**src/rtl/imem_loader.sv**
```systemverilog
// imem_loader: packs a byte stream MSB-first into 32-bit words and issues one-cycle instruction-memory writes.
// Optional feature macro IMEM_LOADER_CHECKSUM_EN: trailing checksum word compared against the sum of written words.
module imem_loader #(
  parameter int MEM_WIDTH = 32,
  parameter int MEM_DEPTH = 100,
  parameter int CNT_W     = 16
) (
  input  logic                 clk,
  input  logic                 rst_n,
  input  logic                 start,
  input  logic [31:0]          base_addr,
  input  logic [CNT_W-1:0]     num_words,
  input  logic [7:0]           in_data,
  input  logic                 in_valid,
  output logic                 in_ready,
  output logic                 wr_en,
  output logic [31:0]          wr_addr,
  output logic [MEM_WIDTH-1:0] wr_data,
  output logic                 busy,
  output logic                 done,
  output logic                 err,
  output logic [CNT_W-1:0]     words_done
);

`ifdef IMEM_LOADER_CHECKSUM_EN
  typedef enum logic [2:0] {IDLE, RECV, WRITE, CHECK, DONE} state_t;
`else
  typedef enum logic [2:0] {IDLE, RECV, WRITE, DONE} state_t;
`endif

  state_t               state, state_nx;
  logic [31:0]          cur_addr;
  logic                 addr_ovf;
  logic [CNT_W-1:0]     num_lat;
  logic [1:0]           byte_cnt;
  logic [MEM_WIDTH-1:0] word;
  logic [MEM_WIDTH-1:0] word_nx;
  logic                 accept;
  logic                 last_byte;
  logic                 oob;
  logic                 last_word;
  logic [32:0]          addr_inc;
`ifdef IMEM_LOADER_CHECKSUM_EN
  logic [MEM_WIDTH-1:0] sum;
`endif

  assign accept    = in_valid & in_ready;
  assign last_byte = accept && (byte_cnt == 2'd3);
  assign word_nx   = {word[MEM_WIDTH-9:0], in_data};
  assign addr_inc  = {1'b0, cur_addr} + 33'd4;
  assign last_word = (words_done + CNT_W'(1)) == num_lat;
  // A carry out of the address adder is sticky so a wrapped address can never look in range.
  assign oob       = addr_ovf || ({2'b00, cur_addr[31:2]} > 32'(MEM_DEPTH - 1));

  always_ff @(posedge clk or negedge rst_n) begin
    if (!rst_n) state <= IDLE;
    else        state <= state_nx;
  end

  always_comb begin
    state_nx = state;
    case (state)
      IDLE: begin
        if (start) begin
          if (num_words == '0 || base_addr[1:0] != 2'b00) state_nx = DONE;
          else                                            state_nx = RECV;
        end
      end
      RECV: if (last_byte) state_nx = WRITE;
      WRITE: begin
        if (oob)            state_nx = DONE;
`ifdef IMEM_LOADER_CHECKSUM_EN
        else if (last_word) state_nx = CHECK;
`else
        else if (last_word) state_nx = DONE;
`endif
        else                state_nx = RECV;
      end
`ifdef IMEM_LOADER_CHECKSUM_EN
      CHECK: if (last_byte) state_nx = DONE;
`endif
      DONE:    state_nx = IDLE;
      default: state_nx = IDLE;
    endcase
  end

  always_comb begin
    in_ready = 1'b0;
    wr_en    = 1'b0;
    done     = 1'b0;
    busy     = (state != IDLE);
    case (state)
      RECV:  in_ready = 1'b1;
      WRITE: wr_en    = !oob;
`ifdef IMEM_LOADER_CHECKSUM_EN
      CHECK: in_ready = 1'b1;
`endif
      DONE:  done     = 1'b1;
      default: ;
    endcase
    wr_addr = wr_en ? cur_addr : '0;
    wr_data = wr_en ? word : '0;
  end

  always_ff @(posedge clk or negedge rst_n) begin
    if (!rst_n) begin
      cur_addr   <= '0;
      addr_ovf   <= 1'b0;
      num_lat    <= '0;
      byte_cnt   <= '0;
      word       <= '0;
      err        <= 1'b0;
      words_done <= '0;
`ifdef IMEM_LOADER_CHECKSUM_EN
      sum        <= '0;
`endif
    end else begin
      if (state == IDLE && start) begin
        cur_addr   <= base_addr;
        addr_ovf   <= 1'b0;
        num_lat    <= num_words;
        byte_cnt   <= '0;
        word       <= '0;
        words_done <= '0;
        err        <= (num_words != '0) && (base_addr[1:0] != 2'b00);
`ifdef IMEM_LOADER_CHECKSUM_EN
        sum        <= '0;
`endif
      end
      if (accept) begin
        word     <= word_nx;
        byte_cnt <= byte_cnt + 2'd1;
      end
      if (state == WRITE) begin
        if (oob) begin
          err <= 1'b1;
        end else begin
          cur_addr   <= addr_inc[31:0];
          addr_ovf   <= addr_ovf | addr_inc[32];
          words_done <= words_done + CNT_W'(1);
`ifdef IMEM_LOADER_CHECKSUM_EN
          sum        <= sum + word;
`endif
        end
      end
`ifdef IMEM_LOADER_CHECKSUM_EN
      if (state == CHECK && last_byte && word_nx != sum) err <= 1'b1;
`endif
    end
  end

endmodule

```
**config.mk**
```make
export PLATFORM = sky130hd
export DESIGN_NAME = imem_loader
export DESIGN_NICKNAME = d
export VERILOG_FILES = /design/src/rtl/imem_loader.sv
export SDC_FILE = /design/constraint.sdc
export NUM_CORES = 1
export LEC_CHECK = 0
export CAP_MARGIN = 0
export CORE_ASPECT_RATIO = 0.9
export CORE_UTILIZATION = 48
export CTS_CLUSTER_DIAMETER = 60
export CTS_CLUSTER_SIZE = 24
export DETAILED_ROUTE_END_ITERATION = 7
export PLACE_DENSITY = 0.86
export SETUP_SLACK_MARGIN = 0.3
export SLEW_MARGIN = 20
export SYNTH_ARGS = -nofsm -noshare
export SYNTH_HDL_FRONTEND = slang
export SYNTH_SLANG_ARGS = --single-unit
```
**constraint.sdc**
```tcl
create_clock -name clk -period 2.6 [get_ports clk]
set_input_delay 0.52 -clock clk [delete_from_list [all_inputs] [get_ports clk]]
set_output_delay 0.52 -clock clk [all_outputs]
set_load 0.005 [all_outputs]
```
== After elaboration in Yosys (flattened, before gate mapping) ==
Cells that the tools add are included.
Storage, ports and cells
  flip-flop bits (word level): 103
  bits of input ports: 60
  logic and storage cells: 61
Cells by class
  add/subtract/negate cells: 3
  order comparisons: 1
  equality and inequality tests: 7
  multiplexer cells: 27
  bitwise operators: 2
  reductions and logical operators: 13
Operators with widths (number)
  two-way mux 32 bit: 7
  two-way mux 16 bit: 3
  adder 32 x 3 -> 33 bit, second input constant: 1
  greater-than comparator 30 x 7 -> 1 bit, second input constant: 1
  adder 16 x 1 -> 16 bit, second input constant: 1
  equality test 16 bit: 1
  logical NOT 16 bit: 1
  nonzero test 16 bit: 1
  two-way mux 2 bit: 5
  two-way mux 1 bit: 9
  one-hot mux 3 bit (3 select lines): 1
  equality test 3 x 2 -> 1 bit, second input constant: 2
  two-way mux 3 bit: 2
  != test 2 bit, second input constant: 2
  nonzero test 2 bit: 2
  equality test 3 x 1 -> 1 bit, second input constant: 1
  logical AND 1 bit: 3
  logical NOT 3 bit: 1
  nonzero test 3 bit: 1
  adder 2 x 1 -> 2 bit, second input constant: 1
  equality test 2 bit, second input constant: 1
  logical OR 1 bit: 2
  AND reduction 2 bit: 1
  bitwise AND 1 bit: 1
  other kinds (2): 2

== Longest topological paths before layout ==
Gate-level depths: netlist of run 1.
  word-level depth: 6
  gate-level depth with buffers: 8
  mapped depth without buffers: 7

== Least setup slack after synthesis of run 1 ==
OpenSTA, ideal clock, no wires.
  path type: reg-to-output
  start: register cur_addr[6]
  end: output wr_data[24]
  arrival time: 1.736 ns
  required time: 2.080 ns
  slack: 0.344 ns
  stages on the path, launching flop included: 8
  buffers on the path: 2
  path through: dfrtp_1 -> o311ai_1 -> nand3_1 -> or3_1 -> inv_2 -> buf_2 -> buf_2 -> and2_1
On the way
  cells in the longest elaborated chain, start to end: 5
RTL lines
  start, declared: line 32  | logic [31:0] cur_addr;
  start signal, assigned: line 119  | cur_addr <= base_addr;
  start signal, assigned: line 138  | cur_addr <= addr_inc[31:0];
  greater-than comparator 30 x 7 -> 1 bit: line 53  | assign oob = addr_ovf || ({2'b00, cur_addr[31:2]} > 32'(MEM_DEPTH - 1));
  logical OR 1 bit: line 53
  logical NOT 1 bit: line 94  | WRITE: wr_en = !oob;
  two-way mux 1 bit: line 92  | case (state)
  net wr_en: line 16  | output logic wr_en,
  two-way mux 32 bit: line 102  | wr_data = wr_en ? word : '0;
  end, declared: line 18  | output logic [MEM_WIDTH-1:0] wr_data,
The timed path passes the listed nets, and every way through them passes these cells.

== Worst setup path in the final report of run 1 ==
  start: register cur_addr[29]
  end: output wr_data[28]
On the way
  cells in the longest elaborated chain, start to end: 5
RTL lines (line)
  greater-than comparator 30 x 7 -> 1 bit: 53
  logical OR 1 bit: 53
  logical NOT 1 bit: 94
  two-way mux 1 bit: 92
  two-way mux 32 bit: 102
No other way between the ends.

==> metrics.txt, run 1 <==
Util after Layout 73.08%; IO buf count ~120; largest family of logic cells by synthesized area simple AND/OR/NAND/NOR gates; Residual DRC 0; Layout area overhead 47.62%; HPWL after DPL approximately 8700 um; Tightest Pin Transition ~0.54 ns; TritonCTS clock tree yes; Synth cell types 52; share of cells above drive strength 1 a little over a quarter; post-synthesis area per instance roughly 9.1 um2; largest net degree at the start of global routing between 60 and 70; DR pass1 iterations 5; asr flop ratio synth 100.0%; initial antenna violation count 0; Crit path top cell by count buf_12; clk buf depth 2; power per cell area 813.4 nW/um2; fin nets 772; # clock sinks a little over 100; Slowest cell on crit path or3_4; Place WS -0.2325 ns; area post-placement between 6000 and 7000 um2; Clock Skews roughly 0.014 ns; Overall Power about 6.1 mW; crit start category flop; die width approximately 110 um; Post-Synthesis Cells 559; # rows 35; die area approximately 11,000 um2; die height about 100 um; CP startpoint cur_addr[29]; hold buffers post-CTS 0; IO Count about 150; final-report hold violation count 0; Peak VDD IR just under 0.6 mV; area share of fa/ha/maj cells after synthesis less than 1%; post-route ant nets 0; simple-gate portion of the synthesized area 25.54%; Worst Path Max Fanout 6; min Tclk post-route 2.916 ns; # fillers 647; Critical Path RT 2.08 ns; max incr delay on CP 0.43 ns; synth warn 0; GRT Total Usage between 20% and 30%; vias in the first global route 4,501; Seq. cell area approximately 2600 um2; first-pass GRT wire length approximately 23,000 um; total CTS buffers 9; Crit path arrival time 2.40 ns; mux contribution to synthesized area less than 1%; status finished, violations left; Worst Setup End Kind output pin; number of flops mapped to enable cells by yosys 0; Final GP Congestion 0.8364; FMAX around 340 MHz; Final WS setup -0.3160 ns; failing checks setup timing; synthesized area about 5000 um2; routed len/inst approximately 18 um; CP Cell Sequence nor4_1, nand4_1, or3_4, inv_8, buf_12, buf_12, buf_16, and2_4, buf_6; final setup TNS -9.928 ns; Worst slew margin 63.94%; Root Driver clkbuf_16; Synth Register Bits ~100; worst r2r src cur_addr[29]; final setup vio count 42; Via Count 4,795; CP Class flop to output pin; XOR/XNOR Fraction of Synth Area 3.094%; vias per cell about 5.7; initial DRC count 411; number of diodes 0; Clock Latency Late Sink roughly 0.35 ns; Slew Viols, Final 0; max-cap violations 0; final WL ~15,000 um; global route overflow 0; Initial Util between 40% and 50%; Finished Cell Area 7521 um2; worst min-delay path class input port to async pin; Post-synth top flop dfrtp_1; Leak Pwr ~3.5 nW; unrepaired setup endpoints after global routing true; Synth Area in Compound Gates 13.36%; Max H-tree Level 3; Worst-path clk slew roughly 0.08 ns; Final period util 112.2%; Multi-input gate area between 2000 and 3000 um2; CORE AREA about 10,000 um2; register area share after synthesis about half
## cells in the mapped netlist (5+ instances only)
master / instances / share of area [%]
buf_4: 25 / 3.7
o21ai_0: 26 / 2.6
dfrtp_1: 102 / 50
xor2_1: 8 / 1.4
xnor2_1: 10 / 1.7
buf_2: 5 / 0.49
a21oi_1: 10 / 0.98
nand4_1: 9 / 1.1
clkbuf_1: 22 / 1.6
nand3_1: 11 / 1.1
nor4_1: 12 / 1.5
nand2_1: 148 / 11
and2_1: 45 / 5.5
nor3_1: 6 / 0.59
nor2_1: 27 / 2.0
a22o_1: 33 / 5.7
## worst max-delay path: cells and delay by family, from the launching register on
kind | cells | cell delay [ns]
and+or+nand+nor | 4 | 1.11
buffers and inverters | 5 | 0.53
DFF | 1 | 0.40
## power breakdown
part,switching [mW],total (mW),internal [mW]
combinational,1.06,1.99,0.937
clock,0.646,1.35,0.705
sequential,0.560,2.77,2.21
total,2.26,6.12,3.85
## kinds of logic after synthesis
logic type	Yosys count
and+or+nand+nor	278
DFF	102
AOI/OAI and AO/OA	95
buffers and inverters	59
xor gates and xnor gates	18
adders and majority gates	3
muxes	3
other	1
## per-stage QoR
stage / hold slack, ns / std cells
final: 0.1474 / 843
after global routing: 0.1956 / 843
after CTS: 0.1691 / 827
after detailed placement: 0.4688 / 795
after global placement: 0.4567 / 795
after floorplan: 0.2244 / 581
## cell type report
cell class,count,area share (%)
clock buffer,10,3.178
clock inverter,6,0.8651
inverter,5,0.3494
multi-input combinational,421,34.55
sequential,102,34.05
tap,129,2.146
timing repair buffer,170,24.85
## registers in the layout (all words and copies together), names as in the netlist
signal,count
word,32
err,1
byte_cnt,2
state,2
words_done,16
num_lat,16
cur_addr,32
addr_ovf,1
## metal layers
layer	wire length (um)	global-route usage, %	vias to the layer above
met5	0	0	-
met4	194	9.436	0
met3	1052	5.363	23
met2	8085	41.57	239
met1	6070	34.34	2372
li1	-	-	2161
## repair_timing
action                                  CTS  global route
cloned                                    6             2
pin swaps                                32            14
setup buffers                            10            14
endpoints found under the setup margin   59            66
gates resized for setup                 243            86
## final timing paths
path / to / slack, ns / cells past startpoint
max in group asynchronous: words_done[0] / 1.70 / 2
min: cur_addr[3] / 0.15 / 1
max: wr_data[28] / -0.32 / 9
min reg2reg: cur_addr[16] / 0.49 / 2
max reg2reg: cur_addr[8] / 0.01 / 13
min in group clk: cur_addr[16] / 0.49 / 2
## layout by cell type (no fill, tap or decap), types with 4 or more instances in the layout
| cell | instances |
|---|---|
| buf_2 | 4 |
| nor2_4 | 4 |
| nor4_1 | 8 |
| xor2_1 | 8 |
| buf_6 | 46 |
| nand2b_1 | 4 |
| a22o_1 | 33 |
| buf_4 | 27 |
| buf_12 | 8 |
| and2_4 | 38 |
| and2_1 | 8 |
| dfrtp_2 | 7 |
| nand2_1 | 142 |
| nand2_2 | 6 |
| a211oi_1 | 4 |
| o21ai_0 | 6 |
| o21ai_2 | 6 |
| nor2b_1 | 4 |
| clkdlybuf4s50_1 | 78 |
| xnor2_1 | 10 |
| a21oi_1 | 6 |
| nor2_1 | 23 |
| clkbuf_16 | 11 |
| nand3_1 | 9 |
| nand4_1 | 9 |
| buf_16 | 5 |
| conb_1 | 23 |
| o21ai_1 | 16 |
| inv_1 | 4 |
| nor3_1 | 5 |
| dfrtp_1 | 95 |
| a21oi_2 | 4 |
(Power assumes the default switching activity.)
==> run 2, diff against run 1 <==
--- a/config.mk
+++ b/config.mk
@@ -5,13 +5,15 @@
 export SDC_FILE = /design/constraint.sdc
 export NUM_CORES = 1
 export LEC_CHECK = 0
-export CAP_MARGIN = 0
+export CAP_MARGIN = 10
 export CORE_ASPECT_RATIO = 0.9
+export CORE_MARGIN = 5
 export CORE_UTILIZATION = 48
 export CTS_CLUSTER_DIAMETER = 60
 export CTS_CLUSTER_SIZE = 24
 export DETAILED_ROUTE_END_ITERATION = 7
 export PLACE_DENSITY = 0.86
+export REMOVE_ABC_BUFFERS = 1
 export SETUP_SLACK_MARGIN = 0.3
 export SLEW_MARGIN = 20
 export SYNTH_ARGS = -nofsm -noshare
==> metrics.txt, run 2 (synthesis results as in run 1) <==
Final period util 112.8% (+0.66 points); reg2reg end cur_addr[3]; # clock sinks 102 (unchanged); total CTS buffers 9 (unchanged); Max H-tree Level 3 (unchanged); leading registers by flop count cur_addr (32), word (32); die area 12,780 um2 (+16%); CP Cell Sequence nor4_2, nand4_1, or3_4, clkinv_4, buf_12, buf_8, buf_6, clkbuf_16, and2_1, buf_2; final WL 16,260 um (+5.5%); Finished Layout Cells 838 (-0.59%); # rows 35 (unchanged); failing checks setup timing; max-cap violations 0 (unchanged); max incr delay on CP 0.42 ns (about the same); placed cells 794 (-0.13%); HPWL after DPL 9302 um (+6.6%); Final GP Congestion 0.8326 (-0.45%); R2R Setup Slk 0.14 ns (+0.13 ns); DR pass1 iterations 5 (unchanged); Slew Viols, Final 0 (unchanged); die height 107.7 um (+8.0%); crit start category flop; min Tclk post-route 2.933 ns (+0.01703 ns); worst r2r src cur_addr[12]; Root Driver clkbuf_16; IO Count 145 (unchanged); IO buf count 121 (unchanged); Worst Setup End Kind output pin; WHS 0.2180 ns (+0.07060 ns); met2 Use GR 38.90% (-2.7 points); vias per cell 5.773 (+1.5%); fin nets 767 (-0.65%); vias in the first global route 4,634 (+3.0%); GRT Total Usage 21.79% (-3.9 points); Worst Path Max Fanout 4 (-2); Final WS setup -0.3331 ns (-0.01703 ns); Tightest Pin Transition 0.7563 ns (+0.2153 ns); worst min-delay path class input port to async pin; Multi-input gate area 2604 um2 (+0.19%); critical path's top delay family simple AND/OR/NAND/NOR gates; hold buffers post-CTS 0 (unchanged); Leak Pwr 3.530 nW (+0.48%); Clock Latency Late Sink 0.34 ns (about the same); commonest non-fill, non-tap cell in the layout nand2_1; grt met3 use 3.468% (-1.9 points); Worst-path clk slew 0.07 ns (about the same); final-report hold violation count 0 (unchanged); CORE AREA 10,290 um2 (unchanged); Crit path arrival time 2.41 ns (about the same); Critical Path RT 2.08 ns (about the same); most frequent cells in the layout nand2_1 (144), dfrtp_1 (100), clkdlybuf4s50_1 (78); Via Count 4,838 (+0.90%); met1 Use GR 26.19% (-8.2 points); Slowest cell on crit path or3_4; share of cells above drive strength 1 26.94% (-0.23 points); crit path buf inv count 6 (+1); FMAX 340.9 MHz (-0.58%); power per cell area 838.5 nW/um2 (+3.1%); CP Class flop to output pin; global routing's busiest layer met2; largest net degree at the start of global routing 55 (-11%); global route overflow 0 (unchanged); die width 118.6 um (+7.2%); first-pass GRT wire length 22,830 um (+0.98%); TritonCTS clock tree yes; Layout area overhead 48.87%; final setup TNS -9.324 ns (+0.6045 ns); Seq. cell area 2555 um2 (-0.24%); # fillers 639 (-1.2%); Overall Power 6.360 mW (+4.0%); Residual DRC 0 (unchanged); Peak VDD IR 0.5238 mV (-10%); Worst slew margin 49.46% (-14 points); initial antenna violation count 0 (unchanged); Clock Skews 0.007690 ns (-0.006795 ns); initial DRC count 404 (-1.7%); final setup vio count 42 (unchanged); unrepaired setup endpoints after global routing true; post-route ant nets 0 (unchanged); Initial Util 49.51% (unchanged); clk buf depth 2 (unchanged); cells on worst reg2reg path 14 (+1); number of diodes 0 (unchanged); status finished, violations left; routed len/inst 19.40 um (+6.2%)
## run 2: cell types whose count changed in the layout (fill, tap and decap cells not counted), moves of 3 or more
cell,change
buf_2,-3
buf_4,-8
buf_8,+4
bufinv_16,+3
dfrtp_1,+5
dfrtp_2,-5
inv_8,-3
nand2_2,-3
nor4_2,+4
o21ai_1,-3
o21ai_2,+3
## run 2: what timing repair did
| action | 4_1_cts | 5_1_grt |
|---|---|---|
| pin swaps | 14 | 28 |
| setup buffers | 10 | 7 |
| setup endpoints to repair | 58 | 62 |
| hold endpoints to repair | 0 | 0 |
| gates resized for setup | 236 | 99 |
| cloned | 6 | 5 |
## run 2: where the power goes
group / total [mW] / switching (mW) / internal [mW]
logic: 1.98 / 1.06 / 0.924
clock network: 1.58 / 0.622 / 0.954
registers: 2.80 / 0.590 / 2.21
## run 2: how the worst max path moves through the flow
stage | from | end | slack [ns] | cells after the start
detailed placement | cur_addr[29] | wr_data[7] | -0.1 | 7
global placement | cur_addr[29] | wr_addr[1] | -0.12 | 7
finish | cur_addr[12] | wr_data[12] | -0.33 | 10
CTS | cur_addr[5] | wr_data[25] | -0.25 | 10
global route | cur_addr[24] | wr_data[12] | -0.43 | 10
floorplan | state[0] | byte_cnt[0] | -0.91 | 5
## run 2: routing by layer
metal / share of wire (%) / vias to the layer above
met4: 3.4 / 0
met3: 6.7 / 47
met1: 37 / 2392
li1: - / 2152
met2: 53 / 247
met5: 0 / -
## run 2: worst reg2reg max path, cell delays in order (launching register included)
cell,delay [ns]
dfrtp_1,0.41
nor4_2,0.30
nand4_1,0.15
or3_4,0.42
clkinv_4,0.07
buf_4,0.11
buf_6,0.09
buf_6,0.11
buf_6,0.10
buf_8,0.12
buf_12,0.13
nor2_4,0.08
buf_6,0.15
nand2_2,0.06
nand2_1,0.05
## run 2: area by class of cell
class	instances	share of cell area, %
multi-input cells	421	34.33
flip-flops and latches	102	33.69
repair buffers	165	24.93
clock buffers	9	2.969
well taps	129	2.128
clock inverters	7	1.650
inverters	5	0.3134
## run 2: stage by stage
stage / util (%) / worst slack (ns) / instance area, um2
after floorplan: - / -0.9073 / 4866
after global placement: 62.18 / -0.1206 / 6399
after detailed placement: 62.22 / -0.09934 / 6404
after CTS: 68.75 / -0.2522 / 7076
after global routing: 73.70 / -0.4278 / 7585
final: 73.70 / -0.3331 / 7585
==> run 3, diff against run 2 <==
--- a/config.mk
+++ b/config.mk
@@ -10,7 +10,7 @@
 export CORE_MARGIN = 5
 export CORE_UTILIZATION = 48
 export CTS_CLUSTER_DIAMETER = 60
-export CTS_CLUSTER_SIZE = 24
+export CTS_CLUSTER_SIZE = 16
 export DETAILED_ROUTE_END_ITERATION = 7
 export PLACE_DENSITY = 0.86
 export REMOVE_ABC_BUFFERS = 1
==> results of run 3 <==
Same layout as run 2: the final DEF is identical, and so are final timing and power.
